File: src/rtl/prim_unit_packer_pkg.sv
// prim_unit_packer_pkg: shared types and unit-mask helpers for the unit packer
package prim_unit_packer_pkg;
  localparam int MaxU = 64;
  typedef enum logic {FlushIdle, FlushSend} flush_st_e;
  function automatic int unit_popcount(input logic [MaxU-1:0] m);
    unit_popcount = 0;
    for (int i = 0; i < MaxU; i++) unit_popcount += int'(m[i]);
  endfunction
  function automatic int lowest_set_idx(input logic [MaxU-1:0] m);
    lowest_set_idx = 0;
    for (int i = MaxU - 1; i >= 0; i--) if (m[i]) lowest_set_idx = i;
  endfunction
endpackage

File: src/rtl/prim_unit_packer_align.sv
// prim_unit_packer_align: LSB-justifies an input fragment and merges it above the stored units
module prim_unit_packer_align import prim_unit_packer_pkg::*; #(
  parameter int InW = 32,
  parameter int UnitW = 8,
  parameter int StoreU = 12,
  parameter int PtrW = 4,
  localparam int NIn = InW / UnitW
) (
  input  logic [InW-1:0]          data_i,
  input  logic [NIn-1:0]          mask_i,
  input  logic [PtrW-1:0]         pos_i,
  input  logic [StoreU*UnitW-1:0] store_i,
  output logic [StoreU*UnitW-1:0] merged_o,
  output logic [PtrW-1:0]         n_in_o
);
  localparam int SW = StoreU * UnitW;
  logic [InW-1:0] keep;
  logic [SW-1:0] frag, therm;
  // Drop invalid units, shift the run down to unit 0, trim to n_in units, then place at pos_i
  always_comb begin
    keep = '0;
    therm = '0;
    for (int u = 0; u < NIn; u++) keep[u*UnitW +: UnitW] = {UnitW{mask_i[u]}};
    n_in_o = PtrW'(unit_popcount(MaxU'(mask_i)));
    for (int u = 0; u < StoreU; u++) therm[u*UnitW +: UnitW] = {UnitW{u < int'(n_in_o)}};
    frag = (SW'(data_i & keep) >> (lowest_set_idx(MaxU'(mask_i)) * UnitW)) & therm;
    merged_o = store_i | (frag << (int'(pos_i) * UnitW));
  end
endmodule

File: src/rtl/prim_unit_packer.sv
// prim_unit_packer: packs unit-granular fragments into OutW words; PRIM_UNIT_PACKER_MASK_CHECK_EN adds a sticky mask-contiguity error
module prim_unit_packer import prim_unit_packer_pkg::*; #(
  parameter int InW = 32,
  parameter int OutW = 32,
  parameter int UnitW = 8,
  parameter int Depth = 2,
  localparam int NIn = InW / UnitW,
  localparam int NOut = OutW / UnitW,
  localparam int CntW = $clog2(NOut + 1)
) (
  input  logic            clk_i,
  input  logic            rst_ni,
  input  logic            valid_i,
  input  logic [InW-1:0]  data_i,
  input  logic [NIn-1:0]  mask_i,
  output logic            ready_o,
  output logic            valid_o,
  output logic [OutW-1:0] data_o,
  output logic [NOut-1:0] mask_o,
  output logic [CntW-1:0] cnt_o,
  input  logic            ready_i,
  input  logic            flush_i,
  output logic            flush_done_o,
  output logic            empty_o,
  output logic            err_o
);
  localparam int StoreU = NIn + Depth * NOut;
  localparam int PtrW = $clog2(StoreU + 1);
  localparam int SW = StoreU * UnitW;
  flush_st_e fsm_q;
  logic [PtrW-1:0] pos_q, n_in, cnt_full, out_u;
  logic [SW-1:0] store_q, merged;
  logic ack_in, ack_out;
  prim_unit_packer_align #(
    .InW(InW), .UnitW(UnitW), .StoreU(StoreU), .PtrW(PtrW)
  ) u_align (
    .data_i(data_i), .mask_i(mask_i), .pos_i(pos_q), .store_i(store_q),
    .merged_o(merged), .n_in_o(n_in)
  );
  assign ready_o = fsm_q == FlushIdle && pos_q <= PtrW'(Depth * NOut);
  assign valid_o = pos_q >= PtrW'(NOut) || (fsm_q == FlushSend && pos_q != '0);
  assign ack_in = valid_i && ready_o;
  assign ack_out = valid_o && ready_i;
  assign cnt_full = pos_q >= PtrW'(NOut) ? PtrW'(NOut) : pos_q;
  assign out_u = ack_out ? cnt_full : '0;
  assign cnt_o = CntW'(cnt_full);
  assign data_o = store_q[OutW-1:0];
  assign empty_o = pos_q == '0;
  assign flush_done_o = fsm_q == FlushSend && pos_q == '0;
  // Valid units of the head word form an LSB-aligned run of cnt_o ones
  always_comb begin
    mask_o = '0;
    for (int u = 0; u < NOut; u++) mask_o[u] = u < int'(cnt_o);
  end
  // Merge the accepted fragment and retire the emitted word in the same cycle; empty flush clears all
  always_ff @(posedge clk_i or negedge rst_ni) begin
    if (!rst_ni) begin
      pos_q <= '0;
      store_q <= '0;
      fsm_q <= FlushIdle;
    end else if (flush_done_o) begin
      pos_q <= '0;
      store_q <= '0;
      fsm_q <= FlushIdle;
    end else begin
      pos_q <= pos_q + (ack_in ? n_in : '0) - out_u;
      store_q <= (ack_in ? merged : store_q) >> (int'(out_u) * UnitW);
      if (flush_i && fsm_q == FlushIdle) fsm_q <= FlushSend;
    end
  end
`ifdef PRIM_UNIT_PACKER_MASK_CHECK_EN
  logic err_q;
  // A mask with more than one run of ones has more than two edges; latch it until reset
  always_ff @(posedge clk_i or negedge rst_ni) begin
    if (!rst_ni) err_q <= 1'b0;
    else if (ack_in && unit_popcount(MaxU'(mask_i ^ (mask_i << 1))) > 2) err_q <= 1'b1;
  end
  assign err_o = err_q;
`else
  assign err_o = 1'b0;
`endif
  // A stalled head word must hold still, and the pointer never exceeds the storage
  assert property (@(posedge clk_i) disable iff (!rst_ni) valid_o && !ready_i |=> $stable(data_o) && $stable(cnt_o));
  assert property (@(posedge clk_i) disable iff (!rst_ni) pos_q <= PtrW'(StoreU));
endmodule

File: config.mk
export PLATFORM = sky130hd
export DESIGN_NAME = prim_unit_packer
export DESIGN_NICKNAME = d
export VERILOG_FILES = /design/src/rtl/prim_unit_packer_pkg.sv /design/src/rtl/prim_unit_packer_align.sv /design/src/rtl/prim_unit_packer.sv
export SDC_FILE = /design/constraint.sdc
export NUM_CORES = 1
export LEC_CHECK = 0
export ABC_AREA = 1
export CAP_MARGIN = 10
export CORE_MARGIN = 5
export CORE_UTILIZATION = 55
export DETAILED_ROUTE_END_ITERATION = 8
export MAX_ROUTING_LAYER = met4
export PLACE_DENSITY = 0.79
export SETUP_SLACK_MARGIN = 0.4
export SLEW_MARGIN = 40
export SYNTH_ARGS = -nofsm -noshare
export SYNTH_HDL_FRONTEND = slang
export SYNTH_SLANG_ARGS = --single-unit
File: constraint.sdc
create_clock -name clk_i -period 4 [get_ports clk_i]
set_clock_uncertainty 0.1 [all_clocks]
set_input_delay 0.8 -clock clk_i [delete_from_list [all_inputs] [get_ports clk_i]]
set_output_delay 0.8 -clock clk_i [all_outputs]
set_load 0.01 [all_outputs]
==> flow_metrics.py <==
metrics = {
    "clock_network": {
        "cts_buffer_depth": 2,
        "clk_latency_ns": 0.36,
        "cts_buffers": 9,
        "cts_tree": "built",
        "h-tree-depth": 3,
        "clk_pin_slew_ns": 0.07,
        "root_buffer": "clkbuf_16",
        "cts_hold_buf": 0,
        "clock_sink_count": 101,
    },
    "floorplan": {
        "die_h_um": 143,
        "die_w_um": 143,
        "core-area_um2": 17300,
        "io_pins": 85,
        "start_util_pct": 55.9,
        "rows": 48,
        "die_area_um2": 20300,
    },
    "setup_path": {
        "required_ns": 4.19,
        "start_kind": "input pin",
        "setup.worst_path.end_class": "flop",
        "crit_type": "in2reg",
        "critPathMaxFanout": 8,
        "cp.arrival_ns": 3.64,
    },
    "timing": {
        "finalSetupViolations": 0,
        "setup_tns_ns": 0,
        "period_minus_slack_ns": 3.46,
        "slew_viol_final": 0,
        "relSlewSlack_pct": 37.7,
        "worst_pin_slew_ns": 0.935,
        "grt_setup_unrepaired": "no",
        "finalHoldViolCount": 0,
        "period_share_pct": 86.4,
        "fmax_ghz": 0.289,
    },
    "final_layout": {
        "seq_area_um2": 2530,
        "final_area_um2": 11200,
        "syn2layout_area_growth_pct": 15.7,
        "num-nets-final": 1704,
        "multi_input_area_um2": 6160,
        "filler_cell_count": 1679,
        "post_route_cells_drive_above_1_share_pct": 12.9,
        "antennaDiodeCount": 0,
    },
    "power": {
        "finalPower_mw": 7.59,
        "ir_worst_vdd_mv": 0.738,
        "powerDensity_nw_per_um2": 679,
        "leakagePower_nw": 5.81,
    },
    "global_route": {
        "first_global_vias": 9791,
        "grt_pass1_wl_um": 52400,
        "grt_max_degree": 105,
        "grt_use_total_pct": 33.2,
        "antenna_found_initial": 0,
        "gr-total-overflow": 0,
    },
    "logic_synthesis": {
        "synth_cell_type_count": 43,
        "syn_nets": 1689,
        "yosys_warnings": 0,
        "ys_seq_area_share_pct": 26.1,
        "syn_area_per_cell_um2": 5.91,
        "synth.cell_area_um2": 9670,
        "synth.area.top_cells": "dfrtp_1, nand2_1, nand3_1",
        "synth_seq_cells": 101,
        "yosys.area.top_type_share_pct": 26.1,
        "synthCells": 1637,
        "synth_top_cell_by_area": "dfrtp_1",
    },
    "min_path": {
        "min_path_type": "in2async",
    },
    "drt": {
        "wirelength_um": 33800,
        "first_iter_violations": 1668,
        "first_pass_iters": 6,
        "drcViolationCount": 0,
        "wl_per_cell_um": 18.0,
        "ant_nets": 0,
        "viasPerCell": 6.00,
        "vias": 11300,
    },
    "job": {
        "max-cap-violations": 0,
    },
    "placed_design": {
        "hpwl_um": 22000,
        "placed_area_um2": 10500,
        "gp_congestion": 0.984,
        "portBuffers": 83,
    },
    "outcome": {
        "status": "completed",
    },
}
-- report_power, final --
group	switching (mW)	total [mW]	internal (mW)
sequential	0.255	1.68	1.42
clock	0.434	0.859	0.425
combinational	3.32	5.06	1.73
-- kinds of logic (layout without fill, tap and decap cells) --
| family | after synthesis | in the layout | synth area share [%] |
|---|---|---|---|
| AO/OA/AOI/OAI | 137 | 137 | 8.14 |
| XOR/XNOR | 3 | 3 | 0.272 |
| adder cells (fa/ha/maj) | 11 | 11 | 1.73 |
| buffers and inverters | 303 | 323 | 14.2 |
| flip-flops | 101 | 101 | 26.1 |
| other | 1 | 1 | 0.0388 |
| AND/OR/NAND/NOR | 1081 | 1081 | 49.5 |
-- metal layers --
| layer | track usage, % | wire, um |
|---|---|---|
| met5 | - | 0 |
| met4 | 10.7 | 1190 |
| met3 | 7.54 | 4280 |
| met2 | 46.6 | 14000 |
| met1 | 47.5 | 14400 |
-- area by class of cell --
type | count | share of cell area (%)
Sequential cell | 101 | 22.6
Multi-Input combinational cell | 1233 | 55.0
Inverter | 173 | 5.94
Clock inverter | 5 | 0.335
Timing Repair Buffer | 133 | 11.5
Clock buffer | 11 | 2.08
Timing Repair inverter | 1 | 0.0559
Tap cell | 225 | 2.52
-- placed cells by master, fill, tap and decap left out, types with 4 or more instances in the layout --
| cell type | instances |
|---|---|
| a31o_2 | 6 |
| buf_12 | 5 |
| clkinv_1 | 4 |
| nor2_2 | 11 |
| o21ai_2 | 8 |
| nor2_4 | 10 |
| a21oi_1 | 49 |
| nand2_2 | 27 |
| inv_2 | 26 |
| dfrtp_1 | 101 |
| nor3_1 | 5 |
| nor4_1 | 6 |
| o21ai_1 | 16 |
| ha_1 | 6 |
| clkbuf_16 | 9 |
| nand3_1 | 358 |
| clkdlybuf4s50_1 | 80 |
| o21bai_1 | 7 |
| buf_4 | 43 |
| nor2_1 | 59 |
| a21oi_2 | 9 |
| nand3_2 | 35 |
| o211ai_1 | 7 |
| nand2_1 | 517 |
| inv_1 | 140 |
| nand4_1 | 43 |
| o21ai_0 | 24 |
-- what timing repair did --
item	4_1_cts	5_1_grt
endpoints found under the setup margin	3	88
gates resized for setup	3	109
cloned	0	1
buffers inserted	0	7
pin swaps	0	28
-- worst max-delay path, cell delays in order --
cell and delay, ns:
clkdlybuf4s50_1 0.50, inv_2 0.07, fa_2 0.38, inv_1 0.07, ha_2 0.19, inv_1 0.07
nor2_2 0.14, clkinv_4 0.19, nor2_4 0.21, inv_2 0.06, nand2_2 0.07, nand3_2 0.08
o21ai_2 0.23, nand2_2 0.11, nand3_2 0.11, nand3_2 0.10, nand2_1 0.11, nand2_1 0.05
nand2_1 0.10
-- cell usage after synthesis (all sizes together) --
cell    instances
nand2         547
nand3         394
inv           169
dfrtp         101
buf            96
nor2           81
a21oi          59
o21ai          48
nand4          43
clkbuf         34
o211ai          9
a31o            7
ha              7
nor4            7
o21bai          7
nor3            6
clkinv          4
fa              4
a31oi           3
nand3b          3
xor2            3
a211oi          1
a21o            1
a22oi           1
conb            1
o21a            1
-- path summary, 6_finish.rpt --
| check | startpoint | end | slack (ns) | cells after the start |
|---|---|---|---|---|
| max in group asynchronous | rst_ni | store_q[40] | 2.78 | 2 |
| max reg2reg | pos_q[3] | pos_q[3] | 1.06 | 12 |
| min in group clk_i | store_q[5] | store_q[5] | 0.41 | 2 |
| min | rst_ni | store_q[94] | 0.37 | 1 |
| max | mask_i[2] | store_q[55] | 0.54 | 19 |
| min reg2reg | store_q[5] | store_q[5] | 0.41 | 2 |
-- state kept, by name (all words and copies together) (netlist names) --
register  flops
fsm_q         1
store_q      96
pos_q         4
-- metrics by stage --
step | std cells | utilization [%] | hold slack, ns | setup WS [ns]
after floorplan | 1637 | - | 0.372 | 0.587
after global placement | 1858 | 60.5 | 0.391 | 0.0237
after detailed placement | 1858 | 60.5 | 0.403 | 0.0314
after CTS | 1874 | 62.1 | 0.384 | 0.401
after global routing | 1882 | 64.7 | 0.412 | 0.413
final | 1882 | 64.7 | 0.369 | 0.544
Note: power is estimated with default switching activity, not from simulation.
